==> src/rtl/seg_scan_mux_if.sv <==
// Display-side bundle for seg_scan_mux: value capture inputs and the scanned
// active-low anode/segment outputs.
interface seg_scan_mux_if #(
  parameter int unsigned DIGITS = 2
);
  logic [4*DIGITS-1:0] din;
  logic                din_valid;
  logic                hold;
  logic [DIGITS-1:0]   an;
  logic [6:0]          seg;
  logic                frame_done;

  modport master (
    output din,
    output din_valid,
    output hold,
    input  an,
    input  seg,
    input  frame_done
  );

  modport slave (
    input  din,
    input  din_valid,
    input  hold,
    output an,
    output seg,
    output frame_done
  );
endinterface

==> src/rtl/seg_scan_mux.sv <==
// Time-multiplexed 7-segment scanner with per-slot dead time and frame-aligned updates.
// Optional leading-zero blanking is enabled by defining SEG_SCAN_LZB_EN.
module seg_scan_mux #(
  parameter int unsigned DIGITS   = 2,
  parameter int unsigned SCAN_DIV = 50000,
  parameter int unsigned DEAD     = 2
) (
  input  logic           i_clk,
  input  logic           i_rst,
  seg_scan_mux_if.slave  io_bus
);

  localparam int unsigned CntW = (SCAN_DIV > 1) ? $clog2(SCAN_DIV) : 1;
  localparam int unsigned IdxW = (DIGITS > 1) ? $clog2(DIGITS) : 1;
  localparam int unsigned DinW = 4 * DIGITS;

  logic [DinW-1:0]   r_shadow;
  logic [DinW-1:0]   r_disp;
  logic [CntW-1:0]   r_cnt;
  logic [IdxW-1:0]   r_idx;
  logic [DIGITS-1:0] r_an;
  logic [6:0]        r_seg;
  logic              r_frame_done;

  logic              w_slot_end;
  logic              w_frame_end;
  logic              w_blank;
  logic [3:0]        w_nib;
  logic [DIGITS-1:0] w_lead_zero;
  logic [DIGITS-1:0] w_an_d;
  logic [6:0]        w_seg_d;

  function automatic logic [6:0] hexdec(input logic [3:0] nib);
    logic [6:0] s;
    unique case (nib)
      4'h0: s = 7'h40;
      4'h1: s = 7'h79;
      4'h2: s = 7'h24;
      4'h3: s = 7'h30;
      4'h4: s = 7'h19;
      4'h5: s = 7'h12;
      4'h6: s = 7'h02;
      4'h7: s = 7'h78;
      4'h8: s = 7'h00;
      4'h9: s = 7'h10;
      4'hA: s = 7'h08;
      4'hB: s = 7'h03;
      4'hC: s = 7'h46;
      4'hD: s = 7'h21;
      4'hE: s = 7'h06;
      4'hF: s = 7'h0E;
    endcase
    return s;
  endfunction

  assign w_slot_end  = (r_cnt == CntW'(SCAN_DIV - 1));
  assign w_frame_end = w_slot_end && (r_idx == IdxW'(DIGITS - 1));
  assign w_blank     = (32'(r_cnt) < DEAD);
  assign w_nib       = r_disp[4*r_idx +: 4];

`ifdef SEG_SCAN_LZB_EN
  // Digit k>0 is blank when it and every higher nibble are zero; digit 0 never blanks.
  logic w_zero_run;
  always_comb begin
    w_lead_zero = '0;
    w_zero_run  = 1'b1;
    for (int k = int'(DIGITS) - 1; k >= 1; k--) begin
      w_zero_run     = w_zero_run && (r_disp[4*k +: 4] == 4'h0);
      w_lead_zero[k] = w_zero_run;
    end
  end
`else
  assign w_lead_zero = '0;
`endif

  always_comb begin
    w_an_d  = '1;
    w_seg_d = 7'h7F;
    if (!w_blank && !w_lead_zero[r_idx]) begin
      w_an_d[r_idx] = 1'b0;
      w_seg_d       = hexdec(w_nib);
    end
  end

  always_ff @(posedge i_clk) begin
    if (i_rst) begin
      r_shadow     <= '0;
      r_disp       <= '0;
      r_cnt        <= '0;
      r_idx        <= '0;
      r_an         <= '1;
      r_seg        <= 7'h7F;
      r_frame_done <= 1'b0;
    end else begin
      if (io_bus.din_valid && !io_bus.hold) begin
        r_shadow <= io_bus.din;
      end
      if (w_slot_end) begin
        r_cnt <= '0;
        r_idx <= (r_idx == IdxW'(DIGITS - 1)) ? '0 : r_idx + IdxW'(1);
      end else begin
        r_cnt <= r_cnt + CntW'(1);
      end
      // Pre-edge shadow is taken, so a capture on this same cycle waits a frame.
      if (w_frame_end) begin
        r_disp <= r_shadow;
      end
      r_frame_done <= w_frame_end;
      r_an         <= w_an_d;
      r_seg        <= w_seg_d;
    end
  end

  assign io_bus.an         = r_an;
  assign io_bus.seg        = r_seg;
  assign io_bus.frame_done = r_frame_done;

endmodule
==> src/flat_wrapper.sv <==
// flat-port wrapper written by rule: the top's interface ports become plain ports
module seg_scan_mux_flat 
#(
  parameter int unsigned DIGITS   = 2,
  parameter int unsigned SCAN_DIV = 50000,
  parameter int unsigned DEAD     = 2
)
  (i_clk, i_rst, io_bus_din, io_bus_din_valid, io_bus_hold, io_bus_an, io_bus_seg, io_bus_frame_done);
  seg_scan_mux_if #(.DIGITS(DIGITS)) io_bus_i ();
  input  logic i_clk;
  input  logic i_rst;
  input wire logic [$bits(io_bus_i.din)-1:0] io_bus_din;
  input wire logic [$bits(io_bus_i.din_valid)-1:0] io_bus_din_valid;
  input wire logic [$bits(io_bus_i.hold)-1:0] io_bus_hold;
  output wire logic [$bits(io_bus_i.an)-1:0] io_bus_an;
  output wire logic [$bits(io_bus_i.seg)-1:0] io_bus_seg;
  output wire logic [$bits(io_bus_i.frame_done)-1:0] io_bus_frame_done;
  assign io_bus_i.din = io_bus_din;
  assign io_bus_i.din_valid = io_bus_din_valid;
  assign io_bus_i.hold = io_bus_hold;
  assign io_bus_an = io_bus_i.an;
  assign io_bus_seg = io_bus_i.seg;
  assign io_bus_frame_done = io_bus_i.frame_done;
  seg_scan_mux #(.DIGITS(DIGITS), .SCAN_DIV(SCAN_DIV), .DEAD(DEAD)) u_core (.i_clk(i_clk), .i_rst(i_rst), .io_bus(io_bus_i));
endmodule
==> config.mk <==
export PLATFORM = sky130hd
export DESIGN_NAME = seg_scan_mux_flat
export DESIGN_NICKNAME = d
export VERILOG_FILES = /design/src/rtl/seg_scan_mux_if.sv /design/src/rtl/seg_scan_mux.sv /design/src/flat_wrapper.sv
export SDC_FILE = /design/constraint.sdc
export NUM_CORES = 1
export LEC_CHECK = 0
export ABC_AREA = 0
export CAP_MARGIN = 20
export CORE_MARGIN = 1.5
export CORE_UTILIZATION = 45
export DETAILED_ROUTE_END_ITERATION = 10
export PLACE_DENSITY = 0.63
export RECOVER_POWER = 25
export SLEW_MARGIN = 20
export SYNTH_ARGS = -nofsm -noshare
export SYNTH_HDL_FRONTEND = slang
export SYNTH_SLANG_ARGS = --single-unit
==> constraint.sdc <==
create_clock -name i_clk -period 2.5 [get_ports i_clk]
set_input_delay 0.75 -clock i_clk [delete_from_list [all_inputs] [get_ports i_clk]]
set_output_delay 0.75 -clock i_clk [all_outputs]
set_load 0.05 [all_outputs]
**Word level (Yosys, flattened, before mapping)**

Memories as Yosys holds them, arrays and structs flattened. A register that Yosys moved wholly into a read port is not among the register bits.
Index checks and enable logic that the tools add are counted.

- Memories: 1
- Logic and storage cells: 29
- Input bits: 12
- ROM bits: 112
- Output and inout port bits: 10
- Flip-flop bits (word level): 36

Memories:

| memory | depth | width | rd ports | clocked after Yosys merged registers in | write ports | RTL line | text |
|---|---|---|---|---|---|---|---|
| (name not given) | 16 | 7 | 1 | 1 | 0 | seg_scan_mux.sv:35 | `unique case (nib)` |

- Reductions and logical operators: 9
- Add/subtract/negate cells: 2
- Multiplexer cells: 4
- Bitwise gates (word level): 2
- Equality and inequality tests: 1
- Shifts and indexed selects: 1
- $lt $le $gt $ge: 3

Operator list:

| operator | number |
|---|---|
| $add A16 B1 Y16 const B | 1 |
| $eq A16 B16 Y1 const B | 1 |
| $lt A16 B2 Y1 const B | 1 |
| $shiftx A8 B4 Y4 | 1 |
| $logic_and A1 B1 Y1 | 4 |
| $reduce_or A2 Y1 | 2 |
| $logic_not A1 Y1 | 3 |
| $mux W1 | 3 |
| $lt A1 B2 Y1 const B | 1 |
| $not A2 Y2 | 1 |
| $add A1 B1 Y1 const B | 1 |
| $demux W1 S1 | 1 |
| $ge A1 B1 Y1 const B | 1 |
| $not A1 Y1 | 1 |

**Depth between registers and ports, before layout**

Gate-level depths: netlist of run 1.

- Depth in word-level cells: 6
- Depth in mapped cells: 7
- Depth with buffers taken out: 5

**Worst setup path after synthesis of run 1**

OpenSTA, ideal clock, no wires.

- Path kind: reg2reg
- Start: register u_core.r_idx
- End: register u_core.r_seg[3], in the netlist u_core.io_bus.seg[3]
- Data arrival time: 2,053 ps
- Buffers on the path: 1
- Setup slack: 320 ps
- Stages on the path, launching flop included: 7
- Setup time: 127 ps
- Clock period less this slack: 2,180 ps
- Data required time: 2,373 ps
- Cells stage by stage: dfxtp_1 buf_2 mux2i_1 inv_1 ha_1 mux4_2 or3_1

- Longest elaborated chain between the ends: 1

RTL lines:

| what | RTL line | text |
|---|---|---|
| start: declaration | seg_scan_mux.sv:20 | `logic [IdxW-1:0] r_idx;` |
| start signal: assignment | seg_scan_mux.sv:100 | `r_idx <= (r_idx == IdxW'(DIGITS - 1)) ? '0 : r_idx + IdxW'(1);` |
| $shiftx A8 B4 Y4 | seg_scan_mux.sv:59 | `assign w_nib = r_disp[4*r_idx +: 4];` |
| end: declaration | seg_scan_mux.sv:22 | `logic [6:0] r_seg;` |

Every way passes these cells.
A chain may end at the register's enable or synchronous reset.

**Final worst setup path of run 1**

Same ends and word-level chain as after synthesis.

==> results.ini, run 1 <==
[status]
outcome = finished, final reports clean

[cts]
ctsHoldBuffers = 0
postCtsSetupRepairBufs = 0
cts_buffers = 5
clk_latency_ps = 290
path_clk_slew_ps = 80
ctsResizeCount = 0
root_buffer = clkbuf_8
cts.path.max_buffers = 2
clock_sink_count = 43
cts_tree = done
htreeDepth = 2

[power_and_ir_drop]
ir_worst_vdd_mv = 0.358
p_int_uw = 953
switching_power_uw = 298
pwr-share-clk = 0.329
pwr_density_cell_nw_per_um2 = 572
p_comb_frac = 0.099
total_power_uw = 1250
power.leakage_uw = 0.000850
seqPwrFrac = 0.572
swShare = 0.238

[cells_and_area]
antenna_cells = 0
drive_gt1_frac = 0.0548
area_growth_pct = 17.2
fin_nets = 237
multi_input_area_um2 = 933
finalNonFillerCells = 269
final.fill_count = 369
register_area_um2 = 861

[drt]
wl_per_cell_um = 12.5
route.detailed.drc = 0
dr.pass1.iters = 4
antenna_left = 0
route.vias.total = 1375
routed_wl_um = 3350
viasPerCell = 5.11
drt_iter0_drc = 81

[sta]
fin_tns_setup_ps = 0
maxSlewHeadroom = 0.496
hold_viol = 0
finalMaxSlewViolations = 0
finalClockSkew_ps = 6.01
fin_crit_ps = 2350
setup_viol = 0
rsz0062_at_grt = false
worst_slew_pin_slew_ps = 757
fmaxAchievable_mhz = 425
holdWs_ps = 473
fin_crit_sh = 0.941
fin_ws_ps = 148

[worst_setup_path]
crit_type = flip-flop to flip-flop
reg2reg_to = u_core.io_bus.seg[3]
start_kind = flip-flop
path_cells = mux2i_1, inv_1, ha_1, mux4_2, or3_1
cp-startpoint = u_core.r_idx
critPathTopFamily = multiplexers
worstSetupEndpoint = u_core.io_bus.seg[3]
r2r_slack_ps = 150
critPathSlowestCell = dfxtp_1
cp_num_buf_inv = 1
max_stage_delay_ps = 580
cp_data_required_time_ps = 2670
cp.arrival_ps = 2520
rr_worst_depth = 5
setup.worst_path.end_class = flip-flop
path_depth = 5
crit_fanout = 10
timing.rr.start = u_core.r_idx

[floorplan]
die_height_um = 67.4
ios = 22
die_area_um2 = 4550
core_um2 = 4000
start_util = 0.467
die_x_um = 67.4
rows = 23

[yosys]
synth_ff_type = dfxtp_1
ys_seq_elements = 43
synth-edff-count = 0
ys_seq_area_frac = 0.461
synth_most_common_cell = dfxtp_1
yosys_warnings = 0
netlist_top_cells_area = dfxtp_1 (46%), mux2i_1 (12%), nor2_1 (7.8%)
netlist.area_leader.share = 0.461
syn_inst = 196
syn-cell-area_um2 = 1870
synth_area_per_cell_um2 = 9.53
synth_commonest_cells = dfxtp_1 (43), nor2_1 (39), mux2i_1 (22), xnor2_1 (13), nand2_1 (10)
synthArstFlopShare = 0
yosysUniqueCellTypes = 29
yosysTopAreaCell = dfxtp_1
syn_nets = 215

[run]
drv_cap = 0

[placement]
io_buffers = 21
pre_cts_ws_ps = 165
dp_cells = 261
dpl.hpwl_um = 2530
gp_congestion = 0.877

[worst_hold_path]
hp-class = flip-flop to flip-flop
min_path_cells = 1

[grt]
gr-usage-all-layers = 0.170
grt_pass1_wl_um = 5750
antenna_found_initial = 0
grt_max_degree = 20
grt-ovfl-total = 0
grt_pass1_vias = 1307

==> power by group through the flow <==
stage	Combinational [µW]	Clock (µW)	Sequential, µW
2_1_floorplan	41.8	0	768
3_3_place_gp	124	0	732
3_5_place_dp	126	0	733
4_1_cts	126	423	716
5_1_grt	132	460	718
6_report	123	412	716
==> flip-flops by register name, indices dropped and copies added, names as in the netlist <==
register                  count
u_core.io_bus.an              2
u_core.r_shadow               8
u_core.io_bus.seg             7
u_core.r_disp                 8
u_core.io_bus.frame_done      1
u_core.r_cnt                 16
u_core.r_idx                  1
==> per-stage QoR <==
step | utilization | area (µm²)
floorplan | - | 1870
global placement | 0.529 | 2120
detailed placement | 0.529 | 2120
CTS | 0.549 | 2200
global route | 0.547 | 2190
finish | 0.547 | 2190
==> worst register-to-register path, delay by kind of cell (launching register included) <==
family / cells / cell delay, ps
DFF: 1 / 580
adders and majority gates: 1 / 300
and+or+nand+nor: 1 / 300
muxes: 2 / 870
buffers and inverters: 1 / 180
==> cells by family after synthesis <==
logic type	after synthesis	synth area share
DFF	43	0.461
and+or+nand+nor	81	0.205
muxes	25	0.142
adders and majority gates	7	0.0469
AOI/OAI and AO/OA	10	0.0375
xor gates and xnor gates	15	0.0703
buffers and inverters	15	0.0375
==> cell usage in the layout (no fill, tap or decap), types with 2 or more instances in the layout <==
cell type,instances
nand3_1,7
clkbuf_8,5
mux2i_1,22
clkbuf_1,3
nand2_1,10
dfxtp_1,43
nor4_1,6
xor2_1,2
o221ai_1,3
ha_1,7
mux2_2,2
or3_1,3
nand4_1,5
buf_4,2
inv_1,6
nor3_1,4
or4_1,4
clkdlybuf4s50_1,20
nor2_1,39
xnor2_1,13
o211ai_1,3
a21oi_1,2
==> area by class of cell <==
cell class                      count  share of cell area
Tap cell                           50              0.0286
Clock inverter                      1             0.00229
Clock buffer                        7              0.0349
Timing Repair Buffer               24               0.105
Inverter                            6              0.0103
Multi-Input combinational cell    138               0.426
Sequential cell                    43               0.393
==> routing by layer <==
metal	wire length, µm	GRT usage
met2	1550	0.259
met1	1620	0.218
met3	148	0.0583
met4	40	0.0714
met5	0	0
==> how the worst min path moves through the flow <==
stage | startpoint | end
after global placement | u_core.r_cnt[0] | u_core.r_cnt[0]
final | u_core.r_cnt[0] | u_core.r_cnt[0]
after global routing | u_core.r_cnt[0] | u_core.r_cnt[0]
after floorplan | u_core.r_cnt[0] | u_core.r_cnt[0]
after detailed placement | u_core.r_cnt[0] | u_core.r_cnt[0]
after CTS | u_core.r_cnt[0] | u_core.r_cnt[0]
Power figures use the tool's default switching activity.
==> inputs of run 2 (changes only) <==
--- a/config.mk
+++ b/config.mk
@@ -5,12 +5,13 @@
 export SDC_FILE = /design/constraint.sdc
 export NUM_CORES = 1
 export LEC_CHECK = 0
-export ABC_AREA = 0
-export CAP_MARGIN = 20
+export ABC_AREA = 1
+export CELL_PAD_IN_SITES_DETAIL_PLACEMENT = 1
+export CELL_PAD_IN_SITES_GLOBAL_PLACEMENT = 1
 export CORE_MARGIN = 1.5
-export CORE_UTILIZATION = 45
+export CORE_UTILIZATION = 40
 export DETAILED_ROUTE_END_ITERATION = 10
-export PLACE_DENSITY = 0.63
+export PLACE_DENSITY = 0.75
 export RECOVER_POWER = 25
 export SLEW_MARGIN = 20
 export SYNTH_ARGS = -nofsm -noshare
==> run 2 against run 1 <==
- via count rose by 35%
- register-to-register slack improved by 580 ps
- sequential power about the same
- global-route usage increased by 3.2 points
- worst hold slack lost 3.1 ps
- non-clock buffer count rose by 1
- sequential share of layout area fell by 4.3 points
- design area rose by 12%
- worst setup slack gained 170 ps
- clock skew down 1.1 ps
- wire length rose by 44%
- area after synthesis up 9.4%
- largest power group unchanged
==> results.ini, run 2 <==
[yosys]
syn_nets = 310  ; +44%
netlist_top_cells_area = dfxtp_1 (42%), nand2_1 (14%), nor2_1 (10%)
yosysTopAreaCell = dfxtp_1
synth_commonest_cells = nand2_1 (76), nor2_1 (56), dfxtp_1 (43), inv_1 (24), nand3_1 (21)
syn_inst = 291  ; +48%
ys_seq_elements = 43  ; unchanged
yosysUniqueCellTypes = 26  ; -10%
netlist.area_leader.share = 0.421  ; -0.0398
ys_seq_area_frac = 0.421  ; -0.0398
synth-edff-count = 0  ; unchanged
yosys_warnings = 0  ; unchanged
synth_area_per_cell_um2 = 7.03  ; -26%
synthArstFlopShare = 0  ; unchanged
synth_ff_type = dfxtp_1
syn-cell-area_um2 = 2040  ; +9.4%
synth_most_common_cell = nand2_1

[drt]
wl_per_cell_um = 12.5  ; +0.19%
wl_met2_um = 2130  ; +38%
routed_wl_um = 4820  ; +44%
antenna_left = 0  ; unchanged
met1_length_um = 2470  ; +53%
viasPerCell = 4.80  ; -6.0%
route.vias.total = 1854  ; +35%
dr.pass1.iters = 4  ; unchanged
highest_layer = met4
route.detailed.drc = 0  ; unchanged
wl_met3_um = 135  ; -8.8%
drt_iter0_drc = 77  ; -4.9%

[worst_hold_path]
hp-class = flip-flop to flip-flop

[cts]
root_buffer = clkbuf_8
path_clk_slew_ps = 80  ; about the same
postCtsSetupRepairBufs = 0  ; unchanged
cts_tree = done
clk_latency_ps = 300  ; about the same
clock_sink_count = 43  ; unchanged
ctsResizeCount = 0  ; unchanged
ctsHoldBuffers = 0  ; unchanged
cts_buffers = 5  ; unchanged
cts.path.max_buffers = 2  ; unchanged
htreeDepth = 2  ; unchanged

[placement]
io_buffers = 21  ; unchanged
dpl.hpwl_um = 3500  ; +38%
gp_congestion = 0.830  ; -5.3%
pre_cts_ws_ps = 561  ; +397 ps
placed_cell_area_um2 = 2330  ; +10%

[sta]
fmaxAchievable_mhz = 458  ; +7.8%
fin_crit_ps = 2180  ; -170 ps
fin_ws_ps = 318  ; +170 ps
setup_viol = 0  ; unchanged
rsz0062_at_grt = false
fin_tns_setup_ps = 0  ; unchanged
maxSlewHeadroom = 0.641  ; +0.146
fin_crit_sh = 0.873  ; -0.0679
hold_viol = 0  ; unchanged
worst_slew_pin_slew_ps = 535  ; -222 ps
finalMaxSlewViolations = 0  ; unchanged
finalClockSkew_ps = 4.88  ; -1.13 ps
holdWs_ps = 470  ; -3.11 ps

[worst_setup_path]
cp_data_required_time_ps = 1750  ; -920 ps
critPathSlowestCell = clkdlybuf4s50_1
path_cells = clkdlybuf4s50_1
max_stage_delay_ps = 800  ; +220 ps
critPathTopFamily = buffers and inverters
cp_num_buf_inv = 1  ; unchanged
cp.arrival_ps = 1430  ; -1090 ps
start_kind = flip-flop
crit_fanout = 1  ; -9
setup.worst_path.end_class = output pin
crit_type = flip-flop to output pin

[cells_and_area]
drive_gt1_frac = 0.0627  ; +0.00790
final_common_cell = nand2_1
antenna_cells = 0  ; unchanged
largestRegisters = u_core.r_cnt x16, u_core.r_disp x8, u_core.r_shadow x8
largest_register_ffs = 16  ; unchanged
fin_area_um2 = 2460  ; +12%
area_growth_pct = 20.3
fin_nets = 337  ; +42%
final_cell_mix = nand2_1 (76), nor2_1 (56), dfxtp_1 (43)
top_register = u_core.r_cnt
final.fill_count = 639  ; +73%

[floorplan]
core_um2 = 4820  ; +20%
die_height_um = 74.5  ; +10%
ios = 22  ; unchanged
start_util = 0.424  ; -0.0426
die_area_um2 = 5550  ; +22%
rows = 25  ; +8.7%
die_x_um = 74.5  ; +10%

[grt]
grt_max_degree = 27  ; +35%
gr-usage-all-layers = 0.201  ; +0.0319
antenna_found_initial = 0  ; unchanged
grt_pass1_wl_um = 8510  ; +48%
grt_pass1_vias = 1793  ; +37%
grt-ovfl-total = 0  ; unchanged

[power_and_ir_drop]
ir_worst_vdd_mv = 0.277  ; -23%
power.leakage_uw = 0.000976  ; +15%
pwr_density_cell_nw_per_um2 = 602  ; +5.4%

[run]
drv_cap = 0  ; unchanged

[status]
outcome = finished, final reports clean

-- run 2: metal layers --
layer / global-route usage / vias to the layer above
li1: - / 980
met1: 0.280 / 840
met2: 0.304 / 25
met3: 0.0379 / 9
met4: 0.0909 / 0
met5: 0 / -
-- run 2: path summary, 6_finish.rpt --
path                         from              endpoint  slack (ps)  cells past startpoint
min               u_core.r_cnt[0]       u_core.r_cnt[0]         470                      1
max          u_core.io_bus.seg[6]         io_bus_seg[6]         320                      1
min reg2reg       u_core.r_cnt[0]       u_core.r_cnt[0]         470                      1
max reg2reg          u_core.r_idx  u_core.io_bus.seg[3]         730                      8
-- run 2: worst register-to-register path, cell delays in order, from the launching register on --
cell,delay [ps]
dfxtp_1,350
inv_2,70
o21ai_1,410
inv_1,160
ha_1,270
nand2_1,130
nand2_1,60
o21ai_1,130
nand2_1,60
-- run 2: kinds of logic after synthesis --
| kind of cell | after synthesis | synth area share |
|---|---|---|
| compound gates | 28 | 0.0771 |
| xor+xnor | 6 | 0.0257 |
| fa+ha+maj | 7 | 0.0428 |
| buf+inv | 32 | 0.0661 |
| flops | 43 | 0.421 |
| simple gates | 175 | 0.367 |
-- run 2: power by group --
part | internal (µW) | leakage, µW | switching (µW)
Clock | 399 | 0.0000654 | 243
Sequential | 707 | 0.000350 | 10.6
Combinational | 47.3 | 0.000561 | 73.7
-- run 2: final cells by class --
type                            instances  area, µm²  area share
Clock buffer                            6       72.6      0.0295
Sequential cell                        43        861       0.350
Inverter                               27        101      0.0412
Multi-Input combinational cell        216       1040       0.424
Clock inverter                          2       60.1      0.0244
Timing Repair Buffer                   25        236      0.0962
Tap cell                               67       83.8      0.0341
-- run 2: metrics by stage --
stage	power, µW	util	cells
after floorplan	806	-	291
after global placement	856	0.485	378
after detailed placement	859	0.485	378
after CTS	1510	0.512	386
after global routing	1550	0.510	386
final	1480	0.510	386
